==> config.mk <==
export PLATFORM = sky130hd
export DESIGN_NAME = pattern_event_counter_flat
export DESIGN_NICKNAME = d
export VERILOG_FILES = /design/src/rtl/pattern_event_counter_if.sv /design/src/rtl/pattern_event_counter.sv /design/src/flat_wrapper.sv
export SDC_FILE = /design/constraint.sdc
export NUM_CORES = 1
export LEC_CHECK = 0
export BUFFER_PORTS_ARGS = -buffer_cell sky130_fd_sc_hd__buf_2
export CAP_MARGIN = 20
export CORE_MARGIN = 2
export CORE_UTILIZATION = 55
export CTS_BUF_LIST = sky130_fd_sc_hd__clkbuf_8
export CTS_CLUSTER_SIZE = 24
export DETAILED_ROUTE_END_ITERATION = 16
export PLACE_DENSITY_LB_ADDON = 0.12
export SLEW_MARGIN = 25
export SYNTH_ARGS = -nofsm -noshare
export SYNTH_HDL_FRONTEND = slang
export SYNTH_SLANG_ARGS = --single-unit
==> constraint.sdc <==
create_clock -name clock -period 2.55 [get_ports clock]
set_input_delay 0.3825 -clock clock [delete_from_list [all_inputs] [get_ports clock]]
set_output_delay 0.3825 -clock clock [all_outputs]
set_load 0.02 [all_outputs]
==> src/rtl/pattern_event_counter_if.sv <==
// Report handshake bundle between the event counter and its consumer.
// Producer drives valid and both count fields; consumer drives ready.
interface pattern_event_counter_if #(
    parameter int CW = 8
);
    logic          rpt_valid;
    logic          rpt_ready;
    logic [CW-1:0] rpt_cnt010;
    logic [CW-1:0] rpt_cnt101;

    modport master (
        output rpt_valid,
        output rpt_cnt010,
        output rpt_cnt101,
        input  rpt_ready
    );

    modport slave (
        input  rpt_valid,
        input  rpt_cnt010,
        input  rpt_cnt101,
        output rpt_ready
    );
endinterface

==> src/rtl/pattern_event_counter.sv <==
// Windowed counter of 010/101 detector hits with a one-entry report buffer
// and a sticky overrun flag for reports dropped while the buffer is full.
module pattern_event_counter #(
    parameter int WINDOW     = 16,
    parameter int CW         = 8,
    parameter bit CONTINUOUS = 1'b0
) (
    input  logic       clock,
    input  logic       reset,
    input  logic       start,
    input  logic       stop,
    input  logic [1:0] hit,
    output logic       busy,
    output logic       overrun,
    pattern_event_counter_if.master rpt
);
    typedef enum logic {IDLE, COUNT} state_t;

    localparam logic [15:0]   LAST = 16'(WINDOW - 1);
    localparam logic [CW-1:0] CMAX = '1;

    state_t        state;
    state_t        state_nxt;
    logic [15:0]   idx;
    logic [CW-1:0] cnt010;
    logic [CW-1:0] cnt101;
    logic [CW-1:0] n010;
    logic [CW-1:0] n101;
    logic          go;
    logic          close;
    logic          load;

    assign busy = (state == COUNT);

    // Saturating next counts, including the sample at this edge.
    assign n010 = cnt010 + CW'(hit[1] && (cnt010 != CMAX));
    assign n101 = cnt101 + CW'(hit[0] && (cnt101 != CMAX));

    assign load = close && (!rpt.rpt_valid || rpt.rpt_ready);

    always_comb begin
        state_nxt = state;
        go        = 1'b0;
        close     = 1'b0;
        case (state)
            IDLE: begin
                if (start && !stop) begin
                    go        = 1'b1;
                    state_nxt = COUNT;
                end
            end
            COUNT: begin
                if (stop) begin
                    state_nxt = IDLE;
                end else if (idx == LAST) begin
                    close = 1'b1;
                    if (!CONTINUOUS) state_nxt = IDLE;
                end
            end
            default: state_nxt = IDLE;
        endcase
    end

    always_ff @(posedge clock) begin
        if (reset) state <= IDLE;
        else       state <= state_nxt;
    end

    always_ff @(posedge clock) begin
        if (reset) begin
            idx            <= '0;
            cnt010         <= '0;
            cnt101         <= '0;
            overrun        <= 1'b0;
            rpt.rpt_valid  <= 1'b0;
            rpt.rpt_cnt010 <= '0;
            rpt.rpt_cnt101 <= '0;
        end else begin
            if (go) begin
                idx     <= '0;
                cnt010  <= '0;
                cnt101  <= '0;
                overrun <= 1'b0;
            end else if (state == COUNT && !stop) begin
                if (close) begin
                    idx    <= '0;
                    cnt010 <= '0;
                    cnt101 <= '0;
                end else begin
                    idx    <= idx + 16'd1;
                    cnt010 <= n010;
                    cnt101 <= n101;
                end
            end
            // A close that cannot load means the buffer is full and unread.
            if (load) begin
                rpt.rpt_valid  <= 1'b1;
                rpt.rpt_cnt010 <= n010;
                rpt.rpt_cnt101 <= n101;
            end else begin
                if (close) overrun <= 1'b1;
                if (rpt.rpt_valid && rpt.rpt_ready) rpt.rpt_valid <= 1'b0;
            end
        end
    end
endmodule

==> src/flat_wrapper.sv <==
// flat-port wrapper written by rule: the top's interface ports become plain ports
module pattern_event_counter_flat 
#(
    parameter int WINDOW     = 16,
    parameter int CW         = 8,
    parameter bit CONTINUOUS = 1'b0
)
  (clock, reset, start, stop, hit, busy, overrun, rpt_rpt_valid, rpt_rpt_cnt010, rpt_rpt_cnt101, rpt_rpt_ready);
  pattern_event_counter_if #(.CW(CW)) rpt_i ();
  input  logic clock;
  input  logic reset;
  input  logic start;
  input  logic stop;
  input  logic [1:0] hit;
  output logic busy;
  output logic overrun;
  output wire logic [$bits(rpt_i.rpt_valid)-1:0] rpt_rpt_valid;
  output wire logic [$bits(rpt_i.rpt_cnt010)-1:0] rpt_rpt_cnt010;
  output wire logic [$bits(rpt_i.rpt_cnt101)-1:0] rpt_rpt_cnt101;
  input wire logic [$bits(rpt_i.rpt_ready)-1:0] rpt_rpt_ready;
  assign rpt_rpt_valid = rpt_i.rpt_valid;
  assign rpt_rpt_cnt010 = rpt_i.rpt_cnt010;
  assign rpt_rpt_cnt101 = rpt_i.rpt_cnt101;
  assign rpt_i.rpt_ready = rpt_rpt_ready;
  pattern_event_counter #(.WINDOW(WINDOW), .CW(CW), .CONTINUOUS(CONTINUOUS)) u_core (.clock(clock), .reset(reset), .start(start), .stop(stop), .hit(hit), .busy(busy), .overrun(overrun), .rpt(rpt_i));
endmodule
==> After elaboration in Yosys (flattened, before gate mapping) <==
Index checks and enable logic that the tools add are counted.
{ "classes": {"add_sub_neg": 3, "eq_ne": 3, "n_reduce_logical": 11, "mux": 16, "bitwise_logic": 1} }
{ "ops": {"columns": ["op", "n"], "rows": [
  ["adder 16 x 1 -> 16 bit, second input constant", 1],
  ["adder 8 x 1 -> 8 bit", 2],
  ["== test 16 x 4 -> 1 bit, second input constant", 1],
  ["two-way mux 16 bit", 1],
  ["two-way mux 8 bit", 2],
  ["!= test 8 bit, second input constant", 2],
  ["two-way mux 1 bit", 12],
  ["logical AND 1 bit", 6],
  ["zero test 1 bit", 2],
  ["one-hot mux 1 bit (2 select lines)", 1],
  ["nonzero test 2 bit", 1],
  ["OR reduction 2 bit", 1],
  ["logical OR 1 bit", 1],
  ["NOT 1 bit", 1]
]} }
{ "word_totals": {"in_bits": 7, "wordCells": 42, "regBits": 51, "output_inout_bits": 19} }

==> Longest topological paths before layout <==
Gate-level depths: netlist (run 1).
{ "logic_depth": {"word_depth": 7, "ltp_mapped": 9, "ltp_nobuf": 8} }

==> Worst setup path before layout (run 1) <==
Ideal clock, no wire load.
{ "synth_path": {"kind": "flip-flop to flip-flop", "from": "register u_core.cnt010[3]", "to": "register u_core.rpt.rpt_cnt010[4]", "setup_time_ps": 70, "t_arrival_ps": 1830, "path_buffers": 1, "synth_period_minus_slack_ps": 1900, "setup_slack_ps": 650, "stages_incl_launch_ff": 10, "path_cell_list": "dfxtp_1 -> clkbuf_1 -> nand4_1 -> o21a_1 -> ha_1 -> ha_1 -> nand3_1 -> xor2_1 -> or3_1 -> a21oi_1"} }
{ "synth_via": {"elab_chain_cells": 3} }
{ "synth_lines": {"columns": ["element", "line_no", "text"], "rows": [
  ["from (decl)", "pattern_event_counter.sv:25", "logic [CW-1:0] cnt010;"],
  ["from (signal assigned)", "pattern_event_counter.sv:91", "cnt010 <= n010;"],
  ["!= test 8 bit", "pattern_event_counter.sv:36", "assign n010 = cnt010 + CW'(hit[1] && (cnt010 != CMAX));"],
  ["logical AND 1 bit", "pattern_event_counter.sv:36", null],
  ["adder 8 x 1 -> 8 bit *", "pattern_event_counter.sv:36", null],
  ["to (signal assigned)", "pattern_event_counter.sv:98", "rpt.rpt_cnt010 <= n010;"],
  ["to (decl)", "pattern_event_counter_if.sv:13", "output rpt_cnt010,"]
]} }
Mark *: on every way between the ends. The rest lies on a longest branch, timed or not.
A chain may end at the register's enable or synchronous reset.

==> Final worst setup path (run 1) <==
{ "layout_path": {"from": "register u_core.idx[0]", "to": "register u_core.rpt.rpt_cnt101[7]"} }
{ "layout_via": {"elab_chain_cells": 5} }
{ "layout_lines": {"columns": ["element", "line_no", "text"], "rows": [
  ["from (decl)", "pattern_event_counter.sv:24", "logic [15:0] idx;"],
  ["from (signal assigned)", "pattern_event_counter.sv:90", "idx <= idx + 16'd1;"],
  ["== test 16 x 4 -> 1 bit", "pattern_event_counter.sv:55", "end else if (idx == LAST) begin"],
  ["two-way mux 1 bit", "pattern_event_counter.sv:55", null],
  ["two-way mux 1 bit", "pattern_event_counter.sv:53", "if (stop) begin"],
  ["two-way mux 1 bit", "pattern_event_counter.sv:45", "case (state)"],
  ["logical AND 1 bit", "pattern_event_counter.sv:39", "assign load = close && (!rpt.rpt_valid || rpt.rpt_ready);"],
  ["to (signal assigned)", "pattern_event_counter.sv:99", "rpt.rpt_cnt101 <= n101;"],
  ["to (decl)", "pattern_event_counter_if.sv:14", "output rpt_cnt101,"]
]} }
No other way between the ends.

==> metrics.txt, run 1 <==
final routed wirelength across all metal layers=roughly 5400 um; Synth area leaders=sky130_fd_sc_hd__dfxtp_1 41%, sky130_fd_sc_hd__xnor2_1 6.6%, sky130_fd_sc_hd__nor2_1 4.0%; static leakage=0.960 nW; most frequent cells after synthesis=51 x sky130_fd_sc_hd__dfxtp_1, 27 x sky130_fd_sc_hd__nor2_1, 19 x sky130_fd_sc_hd__nand3_1, 19 x sky130_fd_sc_hd__xnor2_1, 17 x sky130_fd_sc_hd__nand2_1; Min Clock Period, post-route=2.04 ns; actual transition at the worst max-transition pin=0.557 ns; synthesized-area fraction occupied by and/or/nand/nor cells=24.6%; max frequency=about 500 MHz; data arrival at the endpoint of the critical path=2.21 ns; post-synth top area cell=sky130_fd_sc_hd__dfxtp_1; cell count of the worst hold path=2; Synth Flop Type=sky130_fd_sc_hd__dfxtp_1; final net count=310; latest clock arrival within the worst-skew pair=0.30 ns; switching part of the total=21.0%; Area Growth Syn to Fin=9.32%; vias in the first global route=1905; Resized cells post-CTS=0; relative contribution of combinational cells to total power=3.9%; count of flip-flops with a built-in enable after synthesis=0; post-synthesis async set-or-reset flop share=0%; maximum number of buffers from clock root to sink=2; Seq cells post-synth=51; switching power total=0.301 mW; overall power consumption=1.43 mW; worst reg2reg startpoint=u_core.idx[0]$_SDFFE_PP0P_; number of DRC markers after the initial detailed-route iteration=approximately 220; Max VDD drop=0.309 mV; mux share of post-synthesis cell area=0.399%; final worst clock skew=0.00623 ns; pin count of the biggest net entering global routing=26; layout cell share with drive strength beyond 1=between 10% and 20%; Critical Path RT=2.73 ns; number of instances in the synthesized netlist=280; number of max-slew violations in the final report=0; most instantiated library cell after synthesis=sky130_fd_sc_hd__dfxtp_1; count of distinct cell types in the synthesized netlist=42; number of antenna violations at the first check in global routing=0; wire length of the first global-routing pass=9040 um; Cell Area, Synth=0.00251 mm^2; Worst setup EP type=flip-flop; run status=complete, no violations; utilization of the core after routing=62.6%; reported max-cap violation count=0; number of vias per cell=5.88; number of synthesis warnings=0; non-filler cells in the finished layout=351; final total negative setup slack=0 ns; final standard cell area without fillers=0.00275 mm^2; post-placement worst setup slack=0.566 ns; share of total power in the clock network=around two fifths; kind of critical path=reg2reg; Die Footprint=0.00512 mm^2; main combinational cell family by area after synthesis=simple AND/OR/NAND/NOR gates; Filler Cells Inserted=365; worst-path maximum fanout=9; share of the synthesized area in the top cell type=40.7%; synthesized net count=approximately 290; synthesized-area fraction occupied by ao, oa, aoi and oai cells=between 10% and 20%; final routed wire length divided by cell count=15.4 um; drt pass-1 iters=4; path category of the worst min-delay check=in2reg; Post-Synth Adder-Cell Area=2.49%; startpoint of the most critical hold path=stop; unrepaired setup endpoints after global routing=false; initial core utilization=57.3%; number of buffers added to fix hold violations after cts=0; hold slack=0.328 ns; count of placed standard cells including taps=roughly 340; count of cells along the worst register-to-register path=6; cell-internal power=1.13 mW; Congestion Overflow GR=0; Relative slew margins=62.8%; vias post-DR=2063; vertical die dimension=71.6 um; type of origin of the critical path=flip-flop; Final Hold Fails=0; post-detailed-route DRC marker count=0; post-route setup slack=0.514 ns; Final setup viols=0; final period utilization=79.8%; xor and xnor area share after synthesis=under 10%; Floorplan Core Area=0.00438 mm^2; Reg2Reg Capture Point=u_core.rpt.rpt_cnt101[7]$_SDFFE_PP0P_; Worst-path clk slew=0.09 ns; Pwr Density=around 520 mW/mm^2; count of buffers added by post-CTS timing repair for setup=0; worst-case register-to-register setup slack=0.51 ns; Std-Cell Rows=24; clock tree root buffer cell=sky130_fd_sc_hd__clkbuf_8; Inserted Clock Buffers=5; CTS sink count=51; TritonCTS clock tree=yes; antenna diode count=0; endpoint with the worst hold slack=u_core.busy$_SDFF_PP0_; sequential fraction of design power=55.8%; detailed placer's ending HPWL=3790 um; I/O pin count=26; global placement routability congestion=0.840; level count of the clock H-tree=2; mean area per synthesized cell=8.97 um^2; count of input and output buffers=25; placed standard-cell area=0.00263 mm^2; Overall Global Routing Usage=22.2%; residual antenna-violating net count after detailed routing=0; horizontal die dimension=just over 70 um; part of the Yosys area used for sequential elements=40.7%
how the worst max path moves through the flow:
stage	slack, ns	cells past startpoint	start	end
after floorplan	0.65	9	u_core.cnt010[3]$_SDFFE_PP0P_	u_core.rpt.rpt_cnt010[4]$_SDFFE_PP0P_
after global placement	0.59	8	u_core.cnt010[3]$_SDFFE_PP0P_	u_core.rpt.rpt_cnt010[4]$_SDFFE_PP0P_
after detailed placement	0.57	6	u_core.idx[0]$_SDFFE_PP0P_	u_core.rpt.rpt_cnt101[7]$_SDFFE_PP0P_
after CTS	0.54	6	u_core.idx[0]$_SDFFE_PP0P_	u_core.rpt.rpt_cnt101[7]$_SDFFE_PP0P_
after global routing	0.39	6	u_core.idx[0]$_SDFFE_PP0P_	u_core.rpt.rpt_cnt101[7]$_SDFFE_PP0P_
final	0.51	6	u_core.idx[0]$_SDFFE_PP0P_	u_core.rpt.rpt_cnt101[7]$_SDFFE_PP0P_
registers in the layout, summed over array words and instances, names as in the netlist:
| signal | flops |
|---|---|
| u_core.idx | 16 |
| u_core.rpt.rpt_cnt010 | 8 |
| u_core.busy | 1 |
| u_core.rpt.rpt_cnt101 | 8 |
| u_core.rpt.rpt_valid | 1 |
| u_core.cnt010 | 8 |
| u_core.cnt101 | 8 |
| u_core.overrun | 1 |
area by class of cell:
class	instances	area, um^2	area share, %
inverters	9	33.8	1.23
clock buffers	6	82.6	3.01
clock inverters	2	35.0	1.28
repair buffers	31	170	6.20
flip-flops and latches	51	1020	37.2
well taps	52	65.1	2.37
multi-input cells	200	1340	48.7
critical path, stage by stage (launching register included):
cell and delay, ns:
sky130_fd_sc_hd__dfxtp_1 0.41, sky130_fd_sc_hd__ha_1 0.24, sky130_fd_sc_hd__nor3b_2 0.29, sky130_fd_sc_hd__and4_1 0.51, sky130_fd_sc_hd__buf_4 0.23, sky130_fd_sc_hd__a311o_1 0.17
sky130_fd_sc_hd__o41ai_1 0.07
cell usage in the layout (no fill, tap or decap), types with 2 or more instances in the layout:
master,count
sky130_fd_sc_hd__a21oi_1,14
sky130_fd_sc_hd__a22o_1,5
sky130_fd_sc_hd__a311o_1,5
sky130_fd_sc_hd__a31oi_1,2
sky130_fd_sc_hd__and2_1,2
sky130_fd_sc_hd__and4_1,2
sky130_fd_sc_hd__buf_2,25
sky130_fd_sc_hd__buf_4,6
sky130_fd_sc_hd__clkbuf_8,6
sky130_fd_sc_hd__dfxtp_1,51
sky130_fd_sc_hd__ha_1,5
sky130_fd_sc_hd__inv_1,9
sky130_fd_sc_hd__nand2_1,17
sky130_fd_sc_hd__nand2b_1,2
sky130_fd_sc_hd__nand3_1,19
sky130_fd_sc_hd__nand4_1,10
sky130_fd_sc_hd__nand4b_1,2
sky130_fd_sc_hd__nor2_1,27
sky130_fd_sc_hd__nor3_1,8
sky130_fd_sc_hd__nor4_1,9
sky130_fd_sc_hd__nor4_4,2
sky130_fd_sc_hd__o211ai_2,2
sky130_fd_sc_hd__o21a_1,3
sky130_fd_sc_hd__o21ai_0,13
sky130_fd_sc_hd__o2bb2ai_1,6
sky130_fd_sc_hd__o41ai_1,5
sky130_fd_sc_hd__xnor2_1,19
sky130_fd_sc_hd__xor2_1,8
power by group through the flow:
stage | clock, mW | sequential, mW | combinational, mW
after floorplan | 0 | 0.819 | 0.0366
after global placement | 0 | 0.819 | 0.0552
after detailed placement | 0 | 0.819 | 0.0552
after CTS | 0.592 | 0.800 | 0.0555
after global routing | 0.624 | 0.801 | 0.0606
final | 0.578 | 0.800 | 0.0558
metal layers:
| metal | vias to the layer above | share of wire, % | GRT usage, % | wire length, um |
|---|---|---|---|---|
| met5 | - | 0 | 0 | 0 |
| met2 | 51 | 43 | 32.6 | 2320 |
| met1 | 962 | 51 | 33.1 | 2760 |
| met4 | 0 | 1.2 | 8.18 | 65 |
| met3 | 7 | 4.5 | 3.38 | 245 |
| li1 | 1043 | - | - | - |
cells by family (layout without fill, tap and decap cells):
family          after synthesis  count (layout)
mux                           1               1
flops                        51              51
buf+inv                      29              48
fa+ha+maj                     5               5
compound gates               58              58
simple gates                109             109
xor+xnor                     27              27
No activity file was read; power rests on OpenSTA's default activity.
==> run 2, diff against run 1 <==
ABC_AREA = 1   (was default)
clock period = 1.73 ns   (was 2.55 ns; I/O delays follow)
==> run 2 against run 1 <==
Compared with the run above:
- sequential power is 48% higher
- clock skew is 0.0033 ns higher
- utilization is 4.1 points higher
==> metrics.txt, run 2 <==
critical path depth in cells=8; cell-by-cell trace of the critical path=nand2_1 > o31a_1 > ha_2 > ha_4 > nand3_2 > xnor2_2 > nand3_1 > a21oi_1; final standard cell area without fillers=0.00313 mm^2; share of total power in the clock network=a little over a third; Floorplan Core Area=between 0.004 and 0.005 mm^2; Congestion Overflow GR=0; Seq cells post-synth=a little over 50; Reg2Reg Capture Point=u_core.cnt010[4]$_SDFFE_PP0P_; switching part of the total=23.7%; cell count of the worst hold path=2; wire length of the first global-routing pass=9610 um; run status=complete, no violations; count of cells along the worst register-to-register path=8; final worst clock skew=0.00956 ns; most used cells in the layout excluding fill and tap cells=103 x sky130_fd_sc_hd__nand2_1, 64 x sky130_fd_sc_hd__nor2_1, 43 x sky130_fd_sc_hd__dfxtp_1; most frequent cells after synthesis=104 x sky130_fd_sc_hd__nand2_1, 64 x sky130_fd_sc_hd__nor2_1, 51 x sky130_fd_sc_hd__dfxtp_1, 38 x sky130_fd_sc_hd__inv_1, 33 x sky130_fd_sc_hd__nand3_1; synthesized net count=roughly 400; final routed wire length divided by cell count=between 10 and 15 um; Area Growth Syn to Fin=17.3%; Inserted Clock Buffers=5; most instantiated library cell after synthesis=sky130_fd_sc_hd__nand2_1; slowest CP cell=sky130_fd_sc_hd__dfxtp_2; final routed wirelength across all metal layers=~5800 um; mean area per synthesized cell=6.86 um^2; Std-Cell Rows=25; most frequent standard cell in the layout excluding fill and tap cells=sky130_fd_sc_hd__nand2_1; max frequency=618 MHz; reported max-cap violation count=0; number of antenna violations at the first check in global routing=0; vias post-DR=2472; Worst-path clk slew=0.10 ns; data arrival at the endpoint of the critical path=1.86 ns; Max VDD drop=0.438 mV; Worst setup EP type=flip-flop; CTS sink count=51; endpoint with the worst hold slack=u_core.busy$_SDFF_PP0_; Overall Global Routing Usage=22.7%; post-synthesis async set-or-reset flop share=0%; Die Footprint=approximately 0.0054 mm^2; static leakage=1.53 nW; Final Hold Fails=0; final period utilization=93.5%; startpoint of the most critical hold path=reset; overall power consumption=1.94 mW; pin count of the biggest net entering global routing=31; residual antenna-violating net count after detailed routing=0; worst-path maximum fanout=4; kind of critical path=reg2reg; post-detailed-route DRC marker count=0; latest clock arrival within the worst-skew pair=0.31 ns; clock tree root buffer cell=sky130_fd_sc_hd__clkbuf_8; sequential fraction of design power=60.8%; TritonCTS clock tree=yes; part of the Yosys area used for sequential elements=38.3%; placed standard-cell area=0.00298 mm^2; layout cell share with drive strength beyond 1=between 20 and 25%; Filler Cells Inserted=441; global placement routability congestion=0.914; Slowest Stage Delay on Critical Path=0.35 ns; antenna diode count=0; count of input and output buffers=25; Reg area=0.00103 mm^2; Pwr Density=slightly above 600 mW/mm^2; number of vias per cell=5.07; I/O pin count=26; share of the synthesized area in the top cell type=a little under two fifths; vias in the first global route=2210; Synth Flop Type=sky130_fd_sc_hd__dfxtp_1; number of DRC markers after the initial detailed-route iteration=93; number of synthesis warnings=0; detailed placer's ending HPWL=4050 um; max FFs per register=16; buffer and inverter count on the worst path=0; count of flip-flops with a built-in enable after synthesis=0; register containing the most flip-flops in the final layout=u_core.idx; maximum number of buffers from clock root to sink=2; initial core utilization=56.9%; Synth area leaders=sky130_fd_sc_hd__dfxtp_1 38%, sky130_fd_sc_hd__nand2_1 15%, sky130_fd_sc_hd__nor2_1 9.0%; switching power total=0.459 mW; path category of the worst min-delay check=in2reg; vertical die dimension=73.7 um; Relative slew margins=between 60% and 70%; relative contribution of combinational cells to total power=4.4%; Final setup viols=0; cell type group with the largest total delay on the critical path=compound AO/OA/AOI/OAI gates; number of buffers added to fix hold violations after cts=0; worst reg2reg startpoint=u_core.cnt010[4]$_SDFFE_PP0P_; count of distinct cell types in the synthesized netlist=34; level count of the clock H-tree=2; cell-internal power=1.48 mW; Critical Path RT=1.97 ns; Min Clock Period, post-route=1.62 ns; number of max-slew violations in the final report=0; Cell Area, Synth=approximately 0.0027 mm^2; type of origin of the critical path=flip-flop; post-synth top area cell=sky130_fd_sc_hd__dfxtp_1; final net count=445; number of instances in the synthesized netlist=389; actual transition at the worst max-transition pin=0.526 ns; worst-case register-to-register setup slack=0.11 ns; multi-input gate area in the final layout=0.00145 mm^2; drt pass-1 iters=4; horizontal die dimension=73.7 um
[run 2: cell count changes in the layout (fill, tap and decap cells not counted), moves of 7 or more]
cell / previous run / this run
sky130_fd_sc_hd__a21oi_1: 14 / 26
sky130_fd_sc_hd__buf_4: 6 / 22
sky130_fd_sc_hd__dfxtp_1: 51 / 43
sky130_fd_sc_hd__dfxtp_2: 0 / 8
sky130_fd_sc_hd__inv_1: 9 / 39
sky130_fd_sc_hd__nand2_1: 17 / 103
sky130_fd_sc_hd__nand3_1: 19 / 30
sky130_fd_sc_hd__nor2_1: 27 / 64
sky130_fd_sc_hd__nor3_1: 8 / 1
sky130_fd_sc_hd__nor4_1: 9 / 0
sky130_fd_sc_hd__o21ai_0: 13 / 3
sky130_fd_sc_hd__xnor2_1: 19 / 3
[run 2: how the worst max path moves through the flow]
stage / start / to / slack, ns
floorplan: u_core.cnt010[3]$_SDFFE_PP0P_ / u_core.cnt010[4]$_SDFFE_PP0P_ / 0.08
global placement: u_core.cnt010[4]$_SDFFE_PP0P_ / u_core.cnt010[4]$_SDFFE_PP0P_ / 0.07
detailed placement: u_core.cnt101[3]$_SDFFE_PP0P_ / u_core.cnt101[4]$_SDFFE_PP0P_ / 0.03
CTS: u_core.cnt101[4]$_SDFFE_PP0P_ / u_core.cnt101[4]$_SDFFE_PP0P_ / 0.002
global route: u_core.cnt010[5]$_SDFFE_PP0P_ / u_core.cnt010[4]$_SDFFE_PP0P_ / -0.001
finish: u_core.cnt010[4]$_SDFFE_PP0P_ / u_core.cnt010[4]$_SDFFE_PP0P_ / 0.11
[run 2: metrics by stage]
| step | instances | setup slack, ns | hold WS, ns | util [%] | TNS [ns] |
|---|---|---|---|---|---|
| global placement | 479 | 0.0741 | 0.438 | 63.5 | 0 |
| CTS | 487 | 0.00153 | 0.154 | 65.3 | 0 |
| detailed placement | 479 | 0.0308 | 0.445 | 63.5 | 0 |
| finish | 488 | 0.113 | 0.163 | 66.7 | 0 |
| global route | 488 | -0.00125 | 0.168 | 66.7 | -0.00125 |
| floorplan | 389 | 0.0783 | 0.329 | - | 0 |
[run 2: kinds of logic after synthesis]
group,share of synthesized area (%)
buf+inv,9.24
compound gates,8.06
simple gates,38.8
flops,38.3
fa+ha+maj,2.34
xor+xnor,3.28
[run 2: cell type report]
class	count	area share, %
inverters	44	5.28
flip-flops and latches	51	32.9
well taps	54	2.16
repair buffers	49	10.6
clock inverters	3	0.520
multi-input cells	282	46.4
clock buffers	5	2.20
[run 2: power groups by stage]
stage	sequential (mW)	clock [mW]	combinational, mW
2_1_floorplan	1.21	0	0.0503
3_3_place_gp	1.21	0	0.0839
3_5_place_dp	1.21	0	0.0840
4_1_cts	1.18	0.696	0.0845
5_1_grt	1.18	0.747	0.0952
6_report	1.18	0.676	0.0850
[run 2: repair_timing]
action | in CTS | in global routing
buffers inserted | 0 | 1
resized for setup | 0 | 18
endpoints found under the setup margin | 0 | 20
[run 2: metal layers]
layer | routed length [um] | vias up | track usage (%)
li1 | - | 1315 | -
met2 | 2720 | 35 | 35.6
met1 | 2840 | 1114 | 30.6
met5 | 0 | - | 0
met3 | 154 | 8 | 4.12
met4 | 105 | 0 | 9.90
==> run 3, diff against run 2 <==
BUFFER_PORTS_ARGS = -buffer_cell sky130_fd_sc_hd__buf_4   (was -buffer_cell sky130_fd_sc_hd__buf_2)
==> run 3 against run 2 <==
Compared with the run above:
- global-route usage increased by 0.12 points
- critical endpoint is now u_core.cnt101[4]$_SDFFE_PP0P_
- highest routed layer unchanged
- largest power group unchanged
- routed wire length grew 0.52%
- clock power is 9.3% higher
- sequential cell count did not move
- die area is the same
- register-to-register slack got worse by 0.04 ns
- worst setup slack lost 0.039 ns
- non-clock buffer count decreased by 2
- worst hold slack worse by 0.032 ns
- final area up 2.0%
- critical path depth unchanged
- combinational power up 2.7%
==> metrics.txt, run 3 (synthesis gave the netlist of run 2 again) <==
Congestion Overflow GR=0; vias in the first global route=between 2000 and 2500; post-detailed-route DRC marker count=0; number of vias per cell=~5; met1 Usage GRT=30.2%; Relative slew margins=42.0%; latest clock arrival within the worst-skew pair=around 0.32 ns; Pwr Density=approximately 630 mW/mm^2; number of buffers added to fix hold violations after cts=0; drt pass-1 iters=4; TritonCTS clock tree=yes; worst reg2reg startpoint=u_core.cnt101[4]$_SDFFE_PP0P_; number of DRC markers after the initial detailed-route iteration=111; met3 layer usage reported by global route=under 10%; buffer and inverter count on the worst path=0; unrepaired setup endpoints after global routing=true; clock tree root buffer cell=sky130_fd_sc_hd__clkbuf_8; count of input and output buffers=25; count of placed standard cells including taps=approximately 480; Worst-path clk slew=about 0.090 ns; global placement routability congestion=around 0.87; register containing the most flip-flops in the final layout=u_core.idx; residual antenna-violating net count after detailed routing=0; layout cell share with drive strength beyond 1=21.5%; I/O pin count=26; vias post-DR=2499; Critical Path RT=1.96 ns; number of max-slew violations in the final report=0; final period utilization=95.7%; Overall Global Routing Usage=22.9%; kind of critical path=reg2reg; Min Clock Period, post-route=1.66 ns; reported max-cap violation count=0; data arrival at the endpoint of the critical path=1.89 ns; max frequency=604 MHz; endpoint with the worst hold slack=u_core.rpt.rpt_valid$_SDFFE_PP0P_; Final setup viols=0; vertical die dimension=73.7 um; path category of the worst min-delay check=in2reg; max FFs per register=16; worst-case register-to-register setup slack=0.07 ns; cell type group with the largest total delay on the critical path=compound AO/OA/AOI/OAI gates; met2 demand-to-capacity share in global routing=36.4%; Die Footprint=0.00543 mm^2; static leakage=1.50 nW; type of origin of the critical path=flip-flop; number of antenna violations at the first check in global routing=0; startpoint of the most critical hold path=reset; final worst clock skew=0.0151 ns; Slowest Stage Delay on Critical Path=0.35 ns; worst-path maximum fanout=4; Reg2Reg Capture Point=u_core.cnt101[4]$_SDFFE_PP0P_; Critical Path Most Common Cell=sky130_fd_sc_hd__nand3_1; most congested layer reported by global routing=met2; level count of the clock H-tree=2; Area Growth Syn to Fin=19.6%; Floorplan Core Area=approximately 0.0047 mm^2; final routed wire length divided by cell count=12.0 um; non-filler cells in the finished layout=486; run status=complete, no violations; final net count=~440; Final Hold Fails=0; Inserted Clock Buffers=5; antenna diode count=0; final standard cell area without fillers=~0.0032 mm^2; overall power consumption=2.00 mW; pin count of the biggest net entering global routing=31; Max VDD drop=0.529 mV; placed standard-cell area=0.00303 mm^2; Worst setup EP type=flip-flop; cell-by-cell trace of the critical path=nand2_2 > o31a_1 > ha_1 > ha_2 > nand3_1 > xnor2_1 > nand3_1 > a21oi_1; count of cells along the worst register-to-register path=8; most used cells in the layout excluding fill and tap cells=102 x sky130_fd_sc_hd__nand2_1, 64 x sky130_fd_sc_hd__nor2_1, 45 x sky130_fd_sc_hd__buf_4; actual transition at the worst max-transition pin=0.869 ns; slowest CP cell=sky130_fd_sc_hd__dfxtp_2; Std-Cell Rows=25; detailed placer's ending HPWL=~4100 um; most frequent standard cell in the layout excluding fill and tap cells=sky130_fd_sc_hd__nand2_1; initial core utilization=56.9%; wire length of the first global-routing pass=~9800 um; CTS sink count=between 50 and 60; horizontal die dimension=73.7 um; final routed wirelength across all metal layers=a little under 6000 um; maximum number of buffers from clock root to sink=2; cell count of the worst hold path=2
==> run 3: changes by cell type in the layout (fill, tap and decap cells not counted), moves of 2 or more <==
cell,delta
sky130_fd_sc_hd__a21oi_1,-2
sky130_fd_sc_hd__a21oi_2,+2
sky130_fd_sc_hd__buf_2,-25
sky130_fd_sc_hd__buf_4,+23
sky130_fd_sc_hd__dfxtp_2,-2
sky130_fd_sc_hd__xnor2_1,+2
sky130_fd_sc_hd__xnor2_2,-2
==> run 3: area by class of cell <==
type	count	area [um^2]
multi-input cells	282	1450
repair buffers	47	378
flip-flops and latches	51	1030
clock buffers	6	82.6
clock inverters	2	16.3
fillers	410	1500
well taps	54	67.6
inverters	44	165
==> run 3: worst max path at each step <==
| stage | start | to | slack, ns | cells past startpoint |
|---|---|---|---|---|
| after global routing | u_core.cnt101[4]$_SDFFE_PP0P_ | u_core.cnt101[6]$_SDFFE_PP0P_ | -0.03 | 9 |
| after detailed placement | u_core.cnt010[4]$_SDFFE_PP0P_ | u_core.cnt010[4]$_SDFFE_PP0P_ | 0.01 | 8 |
| after global placement | u_core.cnt010[4]$_SDFFE_PP0P_ | u_core.cnt010[4]$_SDFFE_PP0P_ | 0.07 | 8 |
| after floorplan | u_core.cnt010[3]$_SDFFE_PP0P_ | u_core.cnt010[4]$_SDFFE_PP0P_ | 0.08 | 8 |
| after CTS | u_core.cnt101[4]$_SDFFE_PP0P_ | u_core.cnt101[4]$_SDFFE_PP0P_ | 0.002 | 8 |
| final | u_core.cnt101[4]$_SDFFE_PP0P_ | u_core.cnt101[4]$_SDFFE_PP0P_ | 0.07 | 8 |
==> run 3: repair_timing <==
item | CTS | global route
buffers inserted | 0 | 1
endpoints found under the hold margin | 0 | 0
endpoints found under the setup margin | 1 | 20
resized for setup | 1 | 18
pin swaps | 0 | 1
==> run 3: power breakdown <==
part           total, mW  internal (mW)  switching [mW]
combinational     0.0873         0.0285          0.0588
sequential          1.18           1.17         0.00205
clock              0.739          0.327           0.412
==> run 3: per-stage QoR <==
stage          util, %  setup TNS (ns)  hold WS, ns  setup WS, ns
2_1_floorplan        -               0        0.329        0.0783
6_report          68.1               0        0.131        0.0738
4_1_cts           66.6               0        0.125       0.00177
3_3_place_gp      64.5               0        0.440        0.0671
5_1_grt           68.1         -0.0540        0.130       -0.0271
3_5_place_dp      64.5               0        0.446        0.0150
==> run 3: metal layers <==
| metal | routed length [um] | vias up |
|---|---|---|
| met5 | 0 | - |
| met1 | 2780 | 1140 |
| met4 | 93 | 0 |
| li1 | - | 1313 |
| met2 | 2760 | 38 |
| met3 | 212 | 8 |
==> run 3: worst register-to-register path, cell delays in order, from the launching register on <==
cell,delay (ns)
sky130_fd_sc_hd__dfxtp_2,0.35
sky130_fd_sc_hd__nand2_2,0.08
sky130_fd_sc_hd__o31a_1,0.30
sky130_fd_sc_hd__ha_1,0.20
sky130_fd_sc_hd__ha_2,0.20
sky130_fd_sc_hd__nand3_1,0.10
sky130_fd_sc_hd__xnor2_1,0.14
sky130_fd_sc_hd__nand3_1,0.10
sky130_fd_sc_hd__a21oi_1,0.12
